===== src/rtl/riscv_pkg.sv =====
// Shared encodings for the multicycle RV32 control slice.
// Latency: n/a (constants and types only).
// Backpressure: n/a.
//
// Holds opcode/funct encodings for the supported subset, the ImmSel and
// ALUSel codes driven to the datapath, and the controller state encoding.
package riscv_pkg;

  // Major opcodes (inst[6:0])
  localparam logic [6:0] OPC_OP    = 7'b0110011;
  localparam logic [6:0] OPC_LOAD  = 7'b0000011;
  localparam logic [6:0] OPC_STORE = 7'b0100011;
  localparam logic [6:0] OPC_OPIMM = 7'b0010011;
  localparam logic [6:0] OPC_LUI   = 7'b0110111;

  // funct3 (inst[14:12]) and funct7 (inst[31:25])
  localparam logic [2:0] F3_ADD  = 3'b000;
  localparam logic [2:0] F3_ADDI = 3'b000;
  localparam logic [2:0] F3_LW   = 3'b010;
  localparam logic [2:0] F3_SW   = 3'b010;
  localparam logic [6:0] F7_ADD  = 7'b0000000;

  // Immediate format select
  localparam logic [1:0] IMM_I = 2'b00;
  localparam logic [1:0] IMM_S = 2'b01;
  localparam logic [1:0] IMM_U = 2'b10;

  // ALU operation select
  localparam logic [3:0] ALU_ADD   = 4'b0010;
  localparam logic [3:0] ALU_PASSB = 4'b0011;

  typedef enum logic [2:0] {
    ST_FETCH  = 3'd0,
    ST_DECODE = 3'd1,
    ST_EXEC   = 3'd2,
    ST_MEM    = 3'd3,
    ST_WB     = 3'd4,
    ST_TRAP   = 3'd5
  } state_t;

endpackage


===== src/rtl/inst_decode.sv =====
// Combinational decode of the supported RV32 subset into datapath controls.
// Latency: 0 cycles (pure combinational).
// Backpressure: none; the sequencer decides when the controls are used.
//
// Ports:
//   inst   in  32  instruction register contents
//   legal  out 1   instruction is one of add/lw/sw/addi/lui
//   is_lw  out 1   load word
//   is_sw  out 1   store word
//   immsel out 2   immediate format
//   bsel   out 1   ALU operand B: 0 = rs2, 1 = immediate
//   alusel out 4   ALU operation
//   wbsel  out 1   write-back source: 0 = memory, 1 = ALU
module inst_decode
  import riscv_pkg::*;
(
  input  logic [31:0] inst,
  output logic        legal,
  output logic        is_lw,
  output logic        is_sw,
  output logic [1:0]  immsel,
  output logic        bsel,
  output logic [3:0]  alusel,
  output logic        wbsel
);

  logic [6:0] opcode;
  logic [2:0] funct3;
  logic [6:0] funct7;

  assign opcode = inst[6:0];
  assign funct3 = inst[14:12];
  assign funct7 = inst[31:25];

  // Register and immediate fields matter to the datapath, not to control.
  logic unused_inst_bits;
  assign unused_inst_bits = ^{inst[24:15], inst[11:7]};

  always_comb begin
    legal  = 1'b0;
    is_lw  = 1'b0;
    is_sw  = 1'b0;
    immsel = IMM_I;
    bsel   = 1'b0;
    alusel = 4'b0000;
    wbsel  = 1'b0;
    unique case (opcode)
      OPC_OP: begin
        if (funct3 == F3_ADD && funct7 == F7_ADD) begin
          legal  = 1'b1;
          alusel = ALU_ADD;
          wbsel  = 1'b1;
        end
      end
      OPC_LOAD: begin
        if (funct3 == F3_LW) begin
          legal  = 1'b1;
          is_lw  = 1'b1;
          immsel = IMM_I;
          bsel   = 1'b1;
          alusel = ALU_ADD;
        end
      end
      OPC_STORE: begin
        if (funct3 == F3_SW) begin
          legal  = 1'b1;
          is_sw  = 1'b1;
          immsel = IMM_S;
          bsel   = 1'b1;
          alusel = ALU_ADD;
          wbsel  = 1'b1;
        end
      end
      OPC_OPIMM: begin
        if (funct3 == F3_ADDI) begin
          legal  = 1'b1;
          immsel = IMM_I;
          bsel   = 1'b1;
          alusel = ALU_ADD;
          wbsel  = 1'b1;
        end
      end
      OPC_LUI: begin
        legal  = 1'b1;
        immsel = IMM_U;
        bsel   = 1'b1;
        alusel = ALU_PASSB;
        wbsel  = 1'b1;
      end
      default: begin
        legal = 1'b0;
      end
    endcase
  end

endmodule


===== src/rtl/multicycle_ctrl.sv =====
// Multicycle RV32 subset controller: FETCH/DECODE/EXEC/MEM/WB sequencing.
// Latency: add/addi/lui 4 cycles, lw 5, sw 4 with mem_ready held high.
// Backpressure: FETCH and MEM hold while mem_ready is low; TRAP holds until reset.
//
// Ports:
//   clk, rst_n        clock, async active-low reset
//   inst      in  32  instruction register (valid from DECODE)
//   mem_ready in  1   memory completes the current access this cycle
//   PCWEn, IRWEn      PC update / IR load enables (FETCH completion)
//   MemReq, MemRW     memory request, 1 = read / 0 = write
//   ImmSel, RegWEn, Bsel, ALUSel, WBSel   datapath controls
//   illegal   out 1   sticky unsupported-instruction flag
//   retired   out 16  completed-instruction count (wraps)
module multicycle_ctrl
  import riscv_pkg::*;
(
  input  logic        clk,
  input  logic        rst_n,
  input  logic [31:0] inst,
  input  logic        mem_ready,
  output logic        PCWEn,
  output logic        IRWEn,
  output logic        MemReq,
  output logic        MemRW,
  output logic [1:0]  ImmSel,
  output logic        RegWEn,
  output logic        Bsel,
  output logic [3:0]  ALUSel,
  output logic        WBSel,
  output logic        illegal,
  output logic [15:0] retired
);

  state_t      state_q, state_d;
  logic        illegal_q;
  logic [15:0] retired_q;
  logic        retire;

  logic       dec_legal;
  logic       dec_is_lw;
  logic       dec_is_sw;
  logic [1:0] dec_immsel;
  logic       dec_bsel;
  logic [3:0] dec_alusel;
  logic       dec_wbsel;

  inst_decode u_decode (
    .inst   (inst),
    .legal  (dec_legal),
    .is_lw  (dec_is_lw),
    .is_sw  (dec_is_sw),
    .immsel (dec_immsel),
    .bsel   (dec_bsel),
    .alusel (dec_alusel),
    .wbsel  (dec_wbsel)
  );

  always_ff @(posedge clk or negedge rst_n) begin
    if (!rst_n) begin
      state_q   <= ST_FETCH;
      illegal_q <= 1'b0;
      retired_q <= 16'd0;
    end else begin
      state_q <= state_d;
      if (state_q == ST_DECODE && !dec_legal) begin
        illegal_q <= 1'b1;
      end
      if (retire) begin
        retired_q <= retired_q + 16'd1;  // natural wrap 0xFFFF -> 0x0000
      end
    end
  end

  always_comb begin
    state_d = state_q;
    retire  = 1'b0;
    PCWEn   = 1'b0;
    IRWEn   = 1'b0;
    MemReq  = 1'b0;
    // MemRW idles at read so a write is only ever signalled during a sw access.
    MemRW   = 1'b1;
    ImmSel  = 2'b00;
    RegWEn  = 1'b0;
    Bsel    = 1'b0;
    ALUSel  = 4'b0000;
    WBSel   = 1'b0;

    unique case (state_q)
      ST_FETCH: begin
        MemReq = 1'b1;
        if (mem_ready) begin
          IRWEn   = 1'b1;
          PCWEn   = 1'b1;
          state_d = ST_DECODE;
        end
      end
      ST_DECODE: begin
        state_d = dec_legal ? ST_EXEC : ST_TRAP;
      end
      ST_EXEC: begin
        ImmSel  = dec_immsel;
        Bsel    = dec_bsel;
        ALUSel  = dec_alusel;
        state_d = (dec_is_lw || dec_is_sw) ? ST_MEM : ST_WB;
      end
      ST_MEM: begin
        ImmSel = dec_immsel;
        Bsel   = dec_bsel;
        ALUSel = dec_alusel;
        MemReq = 1'b1;
        // Only lw/sw reach MEM, so anything other than sw is a read.
        MemRW  = !dec_is_sw;
        if (mem_ready) begin
          if (dec_is_lw) begin
            state_d = ST_WB;
          end else begin
            state_d = ST_FETCH;
            retire  = 1'b1;
          end
        end
      end
      ST_WB: begin
        ImmSel  = dec_immsel;
        Bsel    = dec_bsel;
        ALUSel  = dec_alusel;
        RegWEn  = 1'b1;
        WBSel   = dec_wbsel;
        state_d = ST_FETCH;
        retire  = 1'b1;
      end
      ST_TRAP: begin
        state_d = ST_TRAP;
      end
      default: begin
        state_d = ST_FETCH;
      end
    endcase
  end

  assign illegal = illegal_q;
  assign retired = retired_q;

endmodule


===== config.mk =====
export PLATFORM = sky130hd
export DESIGN_NAME = multicycle_ctrl
export DESIGN_NICKNAME = d
export VERILOG_FILES = /design/src/rtl/riscv_pkg.sv /design/src/rtl/inst_decode.sv /design/src/rtl/multicycle_ctrl.sv
export SDC_FILE = /design/constraint.sdc
export NUM_CORES = 1
export LEC_CHECK = 0
export BUFFER_PORTS_ARGS = -buffer_cell sky130_fd_sc_hd__buf_2
export CORE_UTILIZATION = 46
export CTS_BUF_LIST = sky130_fd_sc_hd__clkbuf_4 sky130_fd_sc_hd__clkbuf_8
export CTS_CLUSTER_SIZE = 28
export DETAILED_ROUTE_END_ITERATION = 10
export PLACE_DENSITY = 0.84
export RECOVER_POWER = 25
export REMOVE_ABC_BUFFERS = 1
export SLEW_MARGIN = 20
export SYNTH_ARGS = -nofsm -noshare
export SYNTH_HDL_FRONTEND = slang
export SYNTH_SLANG_ARGS = --single-unit

===== constraint.sdc =====
create_clock -name clk -period 2.95 [get_ports clk]
set_clock_uncertainty 0.05 [all_clocks]
set_input_delay 0.7375 -clock clk [delete_from_list [all_inputs] [get_ports clk]]
set_output_delay 0.7375 -clock clk [all_outputs]
set_load 0.1 [all_outputs]

==> results.md, run 1 <==
### Power and ir drop
• **Leak** 0.694 nW
• **total power divided by cell area** 913 nW/um^2
• **worst voltage drop across the vdd grid** 0.00116 V
• **overall power consumption** 0.00146 W

### Routing
• **Iter 0 DRT Violations** 19
• **count of vias placed by the detailed router** 1161
• **WL per Instance** 13.0 um
• **number of nets with antenna violations after detailed routing** 0
• **DRC violations left** 0
• **ratio of routed vias to standard cells** 5.45
• **Post-Route WL** 2.77 mm
• **detailed-routing iteration count for the pre-antenna-repair pass** 5

### GRT
• **gr usage total** 0.212
• **wire length of the first global-routing pass** 4.41 mm
• **number of antenna violations at the first check in global routing** 0
• **overflow left after global routing** 0
• **vias in the first global route** 1100
• **largest net degree at the start of global routing** 21

### Clock tree
• **clock sink count** 20
• **Clock Tree Root** clkbuf_4
• **maximum count of clock buffers along a single path** 2
• **count of H-tree levels built during CTS** 1
• **number of buffers created by CTS** 3
• **insertion delay to the later sink of the worst-skew pair** 300 ps
• **clock-pin slew on the worst setup and hold paths** 100 ps
• **number of buffers added to fix hold violations after cts** 0
• **TritonCTS clock tree** done

### Worst setup path
• **delay of the slowest critical-path stage** 520 ps
• **Arrival @ worst endpoint** 2350 ps
• **Slowest cell on crit path** or4b_4
• **Required @ worst endpoint** 2160 ps
• **crit start category** input port
• **kind of end point of the critical path** output pin
• **list of cells traversed by the critical path** buf_6 > or3_4 > or4b_4 > or2_1 > a21oi_2 > buf_12
• **cell type group with the largest total delay on the critical path** simple AND/OR/NAND/NOR gates
• **number of buffer and inverter instances along the worst setup path** 2
• **type of the worst setup path** in -> out
• **Max Fanout on Critical Path** 3

### Min path
• **HP Class** reg -> reg

### Yosys
• **proportion of register bits with asynchronous set or reset after synthesis** 1.00
• **post-synthesis cell type with the largest combined area** dfrtp_1
• **average instance area after synthesis** 9.41 um^2
• **Netlist Area Pre-Place** 1220 um^2
• **distinct cell type count after synthesis** 38
• **register area share after synthesis** 0.409
• **number of flops mapped to enable cells by yosys** 0
• **leading cell type by number of instances after synthesis** dfrtp_1
• **count of mapped cells out of synthesis** 130
• **number of warnings printed during yosys synthesis** 0
• **portion of synthesized cell area occupied by the leading cell type** 0.409
• **most common library cells after synthesis** 20 x dfrtp_1, 13 x nor2_1, 12 x nand2_1, 12 x xor2_1, 9 x nor3_1
• **Yosys reg bits** 20
• **most used flip-flop cell after synthesis** dfrtp_1
• **Area contributors post-synth** dfrtp_1 41%, xor2_1 8.6%, nor2_1 4.0%

### STA
• **number of setup violations in the final report** 3
• **post-layout min period** 3130 ps
• **worst hold margin** 434 ps
• **Peak Freq** 319 MHz
• **Slew @ Worst Pin** 1030 ps
• **headroom to the max-slew limit** 0.315
• **unrepaired setup endpoints after global routing** yes
• **Final TNS setup** -482 ps
• **Worst Setup Slack, final** -183 ps
• **Final Max Tran Viols** 0
• **part of the cycle the worst path needs** 1.06
• **endpoints failing hold** 0

### Job
• **Max Cap Violations** 0

### Outcome
• **violated checks** negative setup slack
• **outcome** finished with violations

### Die
• **die area** 2870 um^2
• **Die Y** 53.6 um
• **# rows** 18
• **number of top-level pins** 65
• **Die Width** 53.6 um
• **core area** 2500 um^2
• **initial core utilization** 0.489

### Layout
• **ant diodes** 0
• **share of final-layout standard cells stronger than drive strength 1** 0.366
• **signed area change from the synthesized netlist to the final layout** 30.4%
• **post-layout net count** 221

### Placed design
• **HPWL after detailed placement** 2.13 mm
• **placer congestion estimate** 0.828
• **count of input and output buffers** 47

layout by cell type, fill, tap and decap left out, types with 3 or more instances in the layout:
master    count
nor2b_1       4
dfrtp_1      20
buf_4         7
xor2_1       12
nor4_1        7
nor3_1        9
nor2_1       11
inv_1         6
buf_2        41
clkbuf_4      3
nand2_1      12
xnor2_1       3
nand3_1       5
buf_12        4
nand4_1       4
per-stage QoR:
stage / instances / utilization / instance area [um^2] / setup slack, ps
after floorplan: 126 / - / 1160 / -1180
after global placement: 209 / 0.617 / 1540 / -258
after detailed placement: 209 / 0.617 / 1540 / -269
after CTS: 213 / 0.638 / 1590 / -182
after global routing: 213 / 0.638 / 1600 / -214
final: 213 / 0.638 / 1600 / -183
layout make-up:
| class | instances | area, um^2 |
|---|---|---|
| Timing Repair Buffer | 54 | 353 |
| Clock buffer | 3 | 22.5 |
| Inverter | 6 | 22.5 |
| Sequential cell | 20 | 500 |
| Multi-Input combinational cell | 100 | 659 |
| Fill cell | 209 | 905 |
| Tap cell | 30 | 37.5 |
timing repair:
action,in CTS,in global routing
buffers inserted,1,0
resized for setup,5,1
setup endpoints to repair,3,3
pin swaps,5,1
power breakdown:
part | leakage, nW | internal, W | switching, W
sequential | 0.210 | 0.000348 | 0.0000993
combinational | 0.470 | 0.000170 | 0.000715
clock | 0.0138 | 0.0000476 | 0.0000761
logic make-up after synthesis:
family	share of synthesized area
adder cells (fa/ha/maj)	0.0102
AO/OA/AOI/OAI	0.0941
XOR/XNOR	0.107
other	0.00306
AND/OR/NAND/NOR	0.298
multiplexers	0.00920
buffers and inverters	0.0695
flip-flops	0.409
worst register-to-register path: stages, from the launching register on:
cell	delay [ps]
dfrtp_1	450
inv_1	150
nand2_1	100
o31a_1	320
buf_4	200
nor4b_1	430
xor2_1	180
layer usage:
| layer | routed length, um | GRT usage | vias to the layer above |
|---|---|---|---|
| li1 | - | - | 560 |
| met1 | 1090 | 0.219 | 542 |
| met2 | 1420 | 0.419 | 52 |
| met3 | 213 | 0.0282 | 7 |
| met4 | 54 | 0.0921 | 0 |
| met5 | 0 | 0 | - |
registers in the layout, indices dropped and copies added, names as in the netlist:
name / flops
illegal: 1
retired: 16
state_q: 3
final timing paths:
path	from	end	slack, ps	cells past startpoint
setup / recovery	inst[14]	Bsel	-180	6
hold / removal	retired[15]$_DFFE_PN0P_	retired[15]$_DFFE_PN0P_	430	1
setup reg to reg	state_q[2]$_DFFE_PN0P_	retired[6]$_DFFE_PN0P_	1010	6
hold reg to reg	retired[15]$_DFFE_PN0P_	retired[15]$_DFFE_PN0P_	430	1
max in group asynchronous	rst_n	retired[5]$_DFFE_PN0P_	1700	1
min in group asynchronous	rst_n	retired[8]$_DFFE_PN0P_	530	1
(Power assumes the default switching activity.)
==> inputs of run 2 (changes only) <==
--- a/config.mk
+++ b/config.mk
@@ -5,8 +5,9 @@
 export SDC_FILE = /design/constraint.sdc
 export NUM_CORES = 1
 export LEC_CHECK = 0
+export ABC_AREA = 1
 export BUFFER_PORTS_ARGS = -buffer_cell sky130_fd_sc_hd__buf_2
-export CORE_UTILIZATION = 46
+export CORE_UTILIZATION = 49
 export CTS_BUF_LIST = sky130_fd_sc_hd__clkbuf_4 sky130_fd_sc_hd__clkbuf_8
 export CTS_CLUSTER_SIZE = 28
 export DETAILED_ROUTE_END_ITERATION = 10
==> run 2 against run 1 <==
Effect of this change: worst hold slack better by 23 ps; register-to-register slack better by 350 ps; worst setup slack better by 410 ps; area after synthesis up 21%; sequential share of layout area down 3.7 points; sequential power down 7.8%; sequential cell count unchanged; core utilization up 0.77 points; the flow finishes with violations (design-rule violations); die area up 13%; largest cell class unchanged.
==> results.md, run 2 <==
### GRT
• **wire length of the first global-routing pass** 5.31 mm
• **overflow left after global routing** 0
• **gr usage total** 0.207
• **vias in the first global route** 1292
• **number of antenna violations at the first check in global routing** 0
• **largest net degree at the start of global routing** 24

### Power and ir drop
• **worst voltage drop across the vdd grid** 0.000754 V
• **Leak** 0.993 nW
• **total power divided by cell area** 894 nW/um^2
• **overall power consumption** 0.00162 W

### Worst setup path
• **cell type group with the largest total delay on the critical path** simple AND/OR/NAND/NOR gates
• **type of the worst setup path** in -> out
• **Worst setup startpoint** inst[14]
• **crit start category** input port
• **kind of end point of the critical path** output pin
• **Slowest cell on crit path** nor3_1
• **reg-to-reg critical path startpoint** state_q[0]$_DFFE_PN0P_
• **Required @ worst endpoint** 2160 ps
• **list of cells traversed by the critical path** buf_2 > nor3_1 > nand3_1 > nor3_1 > buf_12
• **number of buffer and inverter instances along the worst setup path** 2
• **Arrival @ worst endpoint** 1930 ps
• **register-to-register setup slack** 1360 ps
• **delay of the slowest critical-path stage** 380 ps
• **CP dominant cell by count** nor3_1
• **Max Fanout on Critical Path** 7

### STA
• **Peak Freq** 367 MHz
• **Final Max Tran Viols** 0
• **post-layout min period** 2720 ps
• **headroom to the max-slew limit** 0.291
• **Worst Setup Slack, final** 229 ps
• **Slew @ Worst Pin** 1060 ps
• **part of the cycle the worst path needs** 0.923
• **number of setup violations in the final report** 0
• **Final TNS setup** 0 ps
• **endpoints failing hold** 0
• **unrepaired setup endpoints after global routing** no

### Yosys
• **proportion of register bits with asynchronous set or reset after synthesis** 1.00
• **Netlist Area Pre-Place** 1480 um^2
• **Yosys reg bits** 20
• **most common library cells after synthesis** 52 x nand2_1, 38 x inv_1, 25 x nor2_1, 20 x dfrtp_1, 13 x o21ai_0
• **most used flip-flop cell after synthesis** dfrtp_1
• **number of warnings printed during yosys synthesis** 0
• **average instance area after synthesis** 6.93 um^2
• **distinct cell type count after synthesis** 28
• **register area share after synthesis** 0.339
• **post-synthesis cell type with the largest combined area** dfrtp_1
• **number of flops mapped to enable cells by yosys** 0
• **portion of synthesized cell area occupied by the leading cell type** 0.339
• **leading cell type by number of instances after synthesis** nand2_1
• **count of mapped cells out of synthesis** 213
• **Area contributors post-synth** dfrtp_1 34%, nand2_1 13%, inv_1 9.7%

### Clock tree
• **clock-pin slew on the worst setup and hold paths** 120 ps
• **number of buffers added to fix hold violations after cts** 0
• **count of H-tree levels built during CTS** 1
• **TritonCTS clock tree** done
• **count of buffers added by post-CTS timing repair for setup** 0
• **number of buffers created by CTS** 3
• **clock sink count** 20
• **maximum count of clock buffers along a single path** 2
• **insertion delay to the later sink of the worst-skew pair** 310 ps
• **post-cts sizing count** 0
• **Clock Tree Root** clkbuf_4

### Placed design
• **placer congestion estimate** 0.842
• **HPWL after detailed placement** 2.44 mm
• **placed cell count** 287
• **Post-Place Setup Slack** 231 ps
• **count of input and output buffers** 47

### Routing
• **DRC violations left** 5
• **number of nets with antenna violations after detailed routing** 0
• **WL per Instance** 10.3 um
• **count of vias placed by the detailed router** 1465
• **Iter 0 DRT Violations** 83
• **ratio of routed vias to standard cells** 5.03
• **detailed-routing iteration count for the pre-antenna-repair pass** 7
• **Post-Route WL** 2.99 mm

### Outcome
• **outcome** finished with violations
• **violated checks** design-rule violations

### Die
• **core area** 2810 um^2
• **Die Width** 56.9 um
• **initial core utilization** 0.526
• **die area** 3240 um^2
• **# rows** 19
• **number of top-level pins** 65
• **Die Y** 56.9 um

### Layout
• **leading cell types in the layout, fill and taps excluded** 52 x nand2_1, 42 x buf_2, 38 x inv_1
• **flip-flop count of the largest register, all copies and words added** 16
• **post-layout net count** 297
• **final standard cell utilization of the core** 0.646
• **final non-filler cell total** 291
• **most frequent standard cell in the layout excluding fill and tap cells** nand2_1
• **ant diodes** 0
• **share of final-layout standard cells stronger than drive strength 1** 0.246
• **signed area change from the synthesized netlist to the final layout** 22.7%

### Job
• **Max Cap Violations** 0

### Min path
• **HP Class** reg -> reg
• **startpoint of the tightest hold check path** illegal$_DFFE_PN0P_

[run 2: changes by cell type in the layout (fill, tap and decap cells not counted), sizes merged, moves of 8 or more]
| cell | before | now |
|---|---|---|
| nand3 | 5 | 13 |
| nand2 | 12 | 56 |
| o21ai | 3 | 13 |
| inv | 6 | 40 |
| nor2 | 13 | 27 |
[run 2: layout make-up]
| cell class | count | area (um^2) |
|---|---|---|
| Fill cell | 253 | 993 |
| Multi-Input combinational cell | 149 | 776 |
| Sequential cell | 20 | 500 |
| Timing Repair Buffer | 47 | 294 |
| Inverter | 40 | 150 |
| Tap cell | 31 | 38.8 |
| Clock inverter | 1 | 30.0 |
| Clock buffer | 3 | 22.5 |
[run 2: through the flow]
stage	area, um^2	hold WS (ps)
finish	1810	457
global route	1810	503
CTS	1810	307
detailed placement	1760	421
global placement	1760	413
floorplan	1430	392
[run 2: logic make-up (layout without fill, tap and decap cells)]
kind of cell,count (synthesis),count (layout),share of synthesized area
simple gates,117,117,0.371
buf+inv,45,91,0.138
flops,20,20,0.339
compound gates,16,16,0.0585
xor+xnor,13,13,0.0822
fa+ha+maj,1,1,0.00847
other cells,1,2,0.00254
[run 2: per-layer routing]
layer,vias to the layer above,part of all wire,GRT usage
li1,749,-,-
met1,670,0.44,0.256
met2,41,0.51,0.366
met3,5,0.036,0.0184
met4,0,0.015,0.0871
met5,-,0,0
[run 2: power by group]
group          switching (W)  internal [W]  leakage (nW)
clock network      0.0000870      0.000137        0.0279
logic               0.000814      0.000170         0.713
registers          0.0000722      0.000339         0.252
[run 2: worst paths after layout]
kind	end	depth (start not counted)
min reg2reg	illegal$_DFFE_PN0P_	2
min in group asynchronous	retired[8]$_DFFE_PN0P_	1
max reg2reg	retired[7]$_DFFE_PN0P_	7
min	illegal$_DFFE_PN0P_	2
max in group asynchronous	state_q[1]$_DFFE_PN0P_	1
max	ImmSel[0]	5
[run 2: worst min-delay path, stage by stage (launching register included)]
cell	delay, ps
dfrtp_1	380
inv_1	40
nand2_1	60
